**config.mk**
```make
export PLATFORM = sky130hd
export DESIGN_NAME = instruction_fetch_queue
export DESIGN_NICKNAME = d
export VERILOG_FILES = /design/src/rtl/instruction_fetch_queue.sv
export SDC_FILE = /design/constraint.sdc
export NUM_CORES = 1
export LEC_CHECK = 0
export BUFFER_PORTS_ARGS = -buffer_cell sky130_fd_sc_hd__buf_4
export CAP_MARGIN = 20
export CORE_MARGIN = 4
export CORE_UTILIZATION = 63
export DETAILED_ROUTE_END_ITERATION = 16
export MAX_ROUTING_LAYER = met4
export PLACE_DENSITY_LB_ADDON = 0.05
export SYNTH_ARGS = -nofsm -noshare
export SYNTH_HDL_FRONTEND = slang
export SYNTH_SLANG_ARGS = --single-unit
```
**constraint.sdc**
```tcl
create_clock -name clk -period 9.7 [get_ports clk]
set_input_delay 0.97 -clock clk [delete_from_list [all_inputs] [get_ports clk]]
set_output_delay 0.97 -clock clk [all_outputs]
set_load 0.05 [all_outputs]
```
**src/rtl/instruction_fetch_queue.sv**
```systemverilog
// Fetch front end: reads 2-word instructions from blockram into an in-order queue for decode.
// Latency: start -> header PC load -> first entry visible 3 cycles after the start pulse; 1 instr/cycle.
// Backpressure: fetch stalls with PC held while the queue is full; head holds while out_ready is low.
module instruction_fetch_queue #(
  parameter int QUEUE_DEPTH = 4,
  parameter int MEM_WORDS   = 700,
  parameter int PC_OFFSET   = 4
) (
  input  logic        clk,
  input  logic        rst_n,
  input  logic        start,
  input  logic [15:0] process_base,
  input  logic        redirect_valid,
  input  logic [15:0] redirect_pc,
  output logic [15:0] read_address,
  input  logic [15:0] read_value,
  output logic [15:0] read_address2,
  input  logic [15:0] read_value2,
  output logic        out_valid,
  input  logic        out_ready,
  output logic [15:0] out_opcode,
  output logic [15:0] out_operand,
  output logic [15:0] out_pc,
  output logic        busy,
  output logic        halted,
  output logic        fault
);

  localparam int PW = $clog2(QUEUE_DEPTH);
  localparam int CW = PW + 1;

  typedef enum logic [1:0] {IDLE, LOAD_PC, FETCH, HALTED} state_t;

  state_t          state;
  state_t          state_next;
  logic [15:0]     base;
  logic [15:0]     pc;
  logic            fault_q;
  logic [15:0]     q_opcode  [QUEUE_DEPTH];
  logic [15:0]     q_operand [QUEUE_DEPTH];
  logic [15:0]     q_pc      [QUEUE_DEPTH];
  logic [PW-1:0]   wr_ptr;
  logic [PW-1:0]   rd_ptr;
  logic [CW-1:0]   count;

  logic [16:0]     fetch_end;
  logic            range_fault;
  logic            end_marker;
  logic            flush;
  logic            push;
  logic            pop;
  logic            load_pc;
  logic            set_fault;
  logic            take_redirect;

  // 17-bit sum so that a wrap past 0xFFFF is caught as out of range too.
  assign fetch_end   = {1'b0, base} + {1'b0, pc} + 17'd1;
  assign range_fault = (fetch_end >= 17'(MEM_WORDS));
  assign end_marker  = (read_value[15:12] == 4'hF);

  // Next state and per-cycle control; start beats redirect, redirect beats push/pop.
  always_comb begin
    state_next    = state;
    flush         = 1'b0;
    push          = 1'b0;
    load_pc       = 1'b0;
    set_fault     = 1'b0;
    take_redirect = 1'b0;
    if (start) begin
      state_next = LOAD_PC;
      flush      = 1'b1;
    end else if (redirect_valid && (state == FETCH || state == HALTED)) begin
      state_next    = FETCH;
      flush         = 1'b1;
      take_redirect = 1'b1;
    end else begin
      case (state)
        LOAD_PC: begin
          load_pc    = 1'b1;
          state_next = FETCH;
        end
        FETCH: begin
          if (range_fault) begin
            set_fault  = 1'b1;
            state_next = HALTED;
          end else if (end_marker) begin
            state_next = HALTED;
          end else if (count < CW'(QUEUE_DEPTH)) begin
            // Registered count: a pop this cycle does not free a slot until next cycle.
            push = 1'b1;
          end
        end
        default: ;
      endcase
    end
  end

  assign pop = (count != '0) && out_ready && !flush;

  // Memory addresses depend only on registered state, never on inputs.
  always_comb begin
    read_address  = 16'd0;
    read_address2 = 16'd0;
    case (state)
      LOAD_PC: read_address = base + 16'(PC_OFFSET);
      FETCH: begin
        read_address  = base + pc;
        read_address2 = base + pc + 16'd1;
      end
      default: ;
    endcase
  end

  // FSM state register.
  always_ff @(posedge clk) begin
    if (!rst_n) state <= IDLE;
    else        state <= state_next;
  end

  // Base, PC, sticky fault and queue pointers.
  always_ff @(posedge clk) begin
    if (!rst_n) begin
      base    <= 16'd0;
      pc      <= 16'd0;
      fault_q <= 1'b0;
      wr_ptr  <= '0;
      rd_ptr  <= '0;
      count   <= '0;
    end else begin
      if (start) begin
        base    <= process_base;
        fault_q <= 1'b0;
      end
      if (set_fault) fault_q <= 1'b1;
      if (load_pc)            pc <= read_value;
      else if (take_redirect) pc <= redirect_pc;
      else if (push)          pc <= pc + 16'd2;
      if (flush) begin
        wr_ptr <= '0;
        rd_ptr <= '0;
        count  <= '0;
      end else begin
        if (push) wr_ptr <= wr_ptr + 1'b1;
        if (pop)  rd_ptr <= rd_ptr + 1'b1;
        case ({push, pop})
          2'b10:   count <= count + 1'b1;
          2'b01:   count <= count - 1'b1;
          default: ;
        endcase
      end
    end
  end

  // Queue storage; contents are only meaningful under count, so no reset needed.
  always_ff @(posedge clk) begin
    if (push) begin
      q_opcode[wr_ptr]  <= read_value;
      q_operand[wr_ptr] <= read_value2;
      q_pc[wr_ptr]      <= pc;
    end
  end

  assign out_valid   = (count != '0);
  assign out_opcode  = out_valid ? q_opcode[rd_ptr]  : 16'd0;
  assign out_operand = out_valid ? q_operand[rd_ptr] : 16'd0;
  assign out_pc      = out_valid ? q_pc[rd_ptr]      : 16'd0;
  assign busy        = (state == LOAD_PC) || (state == FETCH);
  assign halted      = (state == HALTED);
  assign fault       = fault_q;

endmodule

```
==> key figures <==
Timing
  – Tcrit/Tclk final: 0.497
  – Hold_ws: 0.498 ns
  – Slew margin rel.: 0.320
  – Fin. Hold Viols: 0
  – Worst-margin pin slew: 1.02 ns
  – RSZ-0062 raised after global routing: false
  – Final setup fails: 0
  – Worst Slack Setup Final: 4.88 ns
  – Clock Skew: 0.0317 ns
  – Setup TNS: 0 ns
  – F_max: 0.207 GHz
  – Tmin final: 4.82 ns
  – Fin. max-slew vios: 0

Clocking
  – CTS H-tree depth: 1
  – CTS Sinks: 236
  – Max Buffers Root-to-Sink: 3
  – CTS root buf: clkbuf_16
  – Number of gates resized after CTS: 0
  – Hold buffer count at CTS: 0
  – Cts bufs inserted: 24
  – CTS tree: built
  – Post-CTS Setup Inserts: 0
  – Worst skew pair latency: 0.53 ns
  – Clk slew on worst S/H paths: 0.06 ns

GRT
  – Grt met2 use: 0.470
  – Global Route Usage Sum: 0.291
  – Most Crowded Layer GR: met2
  – Met1 Usage GRT: 0.390
  – Maximum number of pins on one net before global-route repair: 51
  – GR Util met3: 0.0365
  – Vias in the first global route: 8,023
  – Total grt overflow: 0
  – First-pass GRT wire length: 45.2 mm
  – Initial antenna violation count: 1

Finish
  – Area delta synth->final: 16.9%
  – Most frequent cells in the layout: edfxtp_1 (192), buf_4 (159), nand2_1 (83), nor2b_1 (66), nor2_1 (49)
  – Final #Nets: 1,144
  – Layout cell share with drive strength beyond 1: 0.261
  – Fill count: 1,135
  – Commonest non-fill, non-tap cell in the layout: edfxtp_1

Worst setup path
  – Worst setup path category: register to output pin
  – Reg2Reg Setup Slack: 5.47 ns
  – Crit path DAT: 3.85 ns
  – Critical Path RT: 8.73 ns
  – CP Max Fanout: 7
  – Crit. End Element: output pin
  – Worst setup SP type: register

Detailed routing
  – Vias per std cell: 6.16
  – Drt first pass iters: 7
  – Final antenna-violating net count: 0
  – Initial DRC Count: 618
  – DR DRC count: 0
  – Final wirelength: 29.0 mm
  – Via count: 7,934
  – Wire per inst: 22.5 µm

Place
  – Post-detail-place hpwl: 19.9 mm
  – Pre-CTS setup slack: 5.46 ns
  – Placer Congestion: 0.983
  – PortBufs: 152

Pwr
  – Register share of total power: 0.521
  – Switching share of power: 0.223
  – P per Cell Area: 154 mW/mm²
  – Comb pwr share: 0.070
  – Pleak: 5.04 nW
  – Clock share of power: 0.409
  – Peak VDD IR: 0.128 mV
  – Sw power: 475 µW
  – Internal power: 1.66 mW

Die
  – Die X: 145 µm
  – Die area: 0.0210 mm²
  – Initial Util: 0.648
  – Die height: 145 µm
  – FP Rows: 49
  – Core box area: 0.0182 mm²
  – I/O pin total: 153

Yosys
  – Syn Area/Cell: 12.9 µm²
  – Synthesized area: 0.0118 mm²
  – Synth top area share: 0.488
  – Sequential area share after synthesis: 0.563
  – Synth Instances: 912
  – YS warnings: 0
  – Area contributors post-synth: edfxtp_1 (49%), mux4_2 (9.2%), dfxtp_1 (7.5%)
  – Number of synthesized flops with an enable pin: 192
  – Mapped Nets: 1,013
  – Top FF cell, synth: edfxtp_1
  – Async set-reset flop share out of synthesis: 0
  – Count of cell types in the netlist: 64
  – Post-synthesis register bit count: 236
  – Synth area leader: edfxtp_1

Job
  – Max_cap viols: 0

Min path
  – Worst Hold Class: register to register

Run status
  – Status: complete, no violations
## sequential cells by signal (all words and copies together), names as in the netlist, named ones only
register	flops
q_operand	64
count	3
state	2
wr_ptr	2
fault	1
q_pc	64
pc	16
base	16
rd_ptr	2
q_opcode	64
## Yosys cell counts, types with 4 or more instances
| cell type | number |
|---|---|
| a21o_1 | 7 |
| a21oi_1 | 27 |
| a21oi_2 | 4 |
| a22oi_1 | 12 |
| a31oi_1 | 5 |
| and2_1 | 10 |
| and3_1 | 14 |
| buf_1 | 8 |
| buf_2 | 9 |
| buf_4 | 4 |
| clkbuf_1 | 30 |
| dfxtp_1 | 44 |
| edfxtp_1 | 192 |
| ha_1 | 29 |
| inv_1 | 21 |
| mux2i_1 | 43 |
| mux4_2 | 48 |
| nand2_1 | 83 |
| nand2b_1 | 11 |
| nand3_1 | 27 |
| nand4_1 | 9 |
| nor2_1 | 49 |
| nor2b_1 | 67 |
| nor3_1 | 9 |
| o21a_1 | 4 |
| o21ai_0 | 29 |
| o21ai_1 | 4 |
| xnor2_1 | 39 |
| xor2_1 | 20 |
## power groups by stage
stage / registers, mW / clock network (mW) / logic, mW
2_1_floorplan: 1.13 / 0 / 0.0925
3_3_place_gp: 1.13 / 0 / 0.146
3_5_place_dp: 1.13 / 0 / 0.146
4_1_cts: 1.11 / 0.880 / 0.147
5_1_grt: 1.11 / 0.931 / 0.160
6_report: 1.11 / 0.873 / 0.149
## per-layer routing
layer / vias up / routed length (µm)
met2: 377 / 14300
met3: 64 / 1920
met1: 3868 / 11800
met4: 0 / 954
met5: - / 0
li1: 3625 / -
## worst paths after layout
| check | start | end | cells past startpoint |
|---|---|---|---|
| max | pc[0] | read_address2[15] | 11 |
| min | fault | fault | 1 |
| max reg2reg | pc[5] | q_pc[2][13] | 9 |
| min reg2reg | fault | fault | 1 |
## area by class of cell
type                    count  area, µm²  share of cell area
clock inverters            14        109             0.00789
inverters                  21       78.8             0.00571
well taps                 229        287              0.0208
clock buffers              28        646              0.0468
repair buffers            159       1190              0.0865
flip-flops and latches    236       6650               0.482
multi-input cells         601       4830               0.350
diodes                      1       2.50            0.000181
## worst max-delay path: stages, from the launching register on
cell      delay [ns]
dfxtp_1         0.37
ha_1            0.24
fa_1            0.41
a21oi_1         0.25
o21bai_1        0.11
xor2_1          0.46
o2111a_1        0.35
nand4_2         0.20
nor4_2          0.39
nand3_1         0.15
mux2i_1         0.18
buf_4           0.22
## through the flow
step            util  instances  power (mW)  area [µm²]
4_1_cts        0.758       1288        2.14       13800
3_5_place_dp   0.716       1246        1.28       13000
6_report       0.758       1289        2.13       13800
5_1_grt        0.758       1289        2.20       13800
3_3_place_gp   0.716       1246        1.28       13000
2_1_floorplan      -        912        1.22       11800
## logic make-up (layout without fill, tap and decap cells)
kind of cell,Yosys count,count (layout),share of synthesized area
multiplexers,91,91,0.128
XOR/XNOR,59,59,0.0438
AND/OR/NAND/NOR,295,295,0.128
flip-flops,236,236,0.563
AO/OA/AOI/OAI,124,124,0.0727
other,0,1,0
buffers and inverters,75,222,0.0283
adder cells (fa/ha/maj),32,32,0.0358
(Power assumes the default switching activity.)
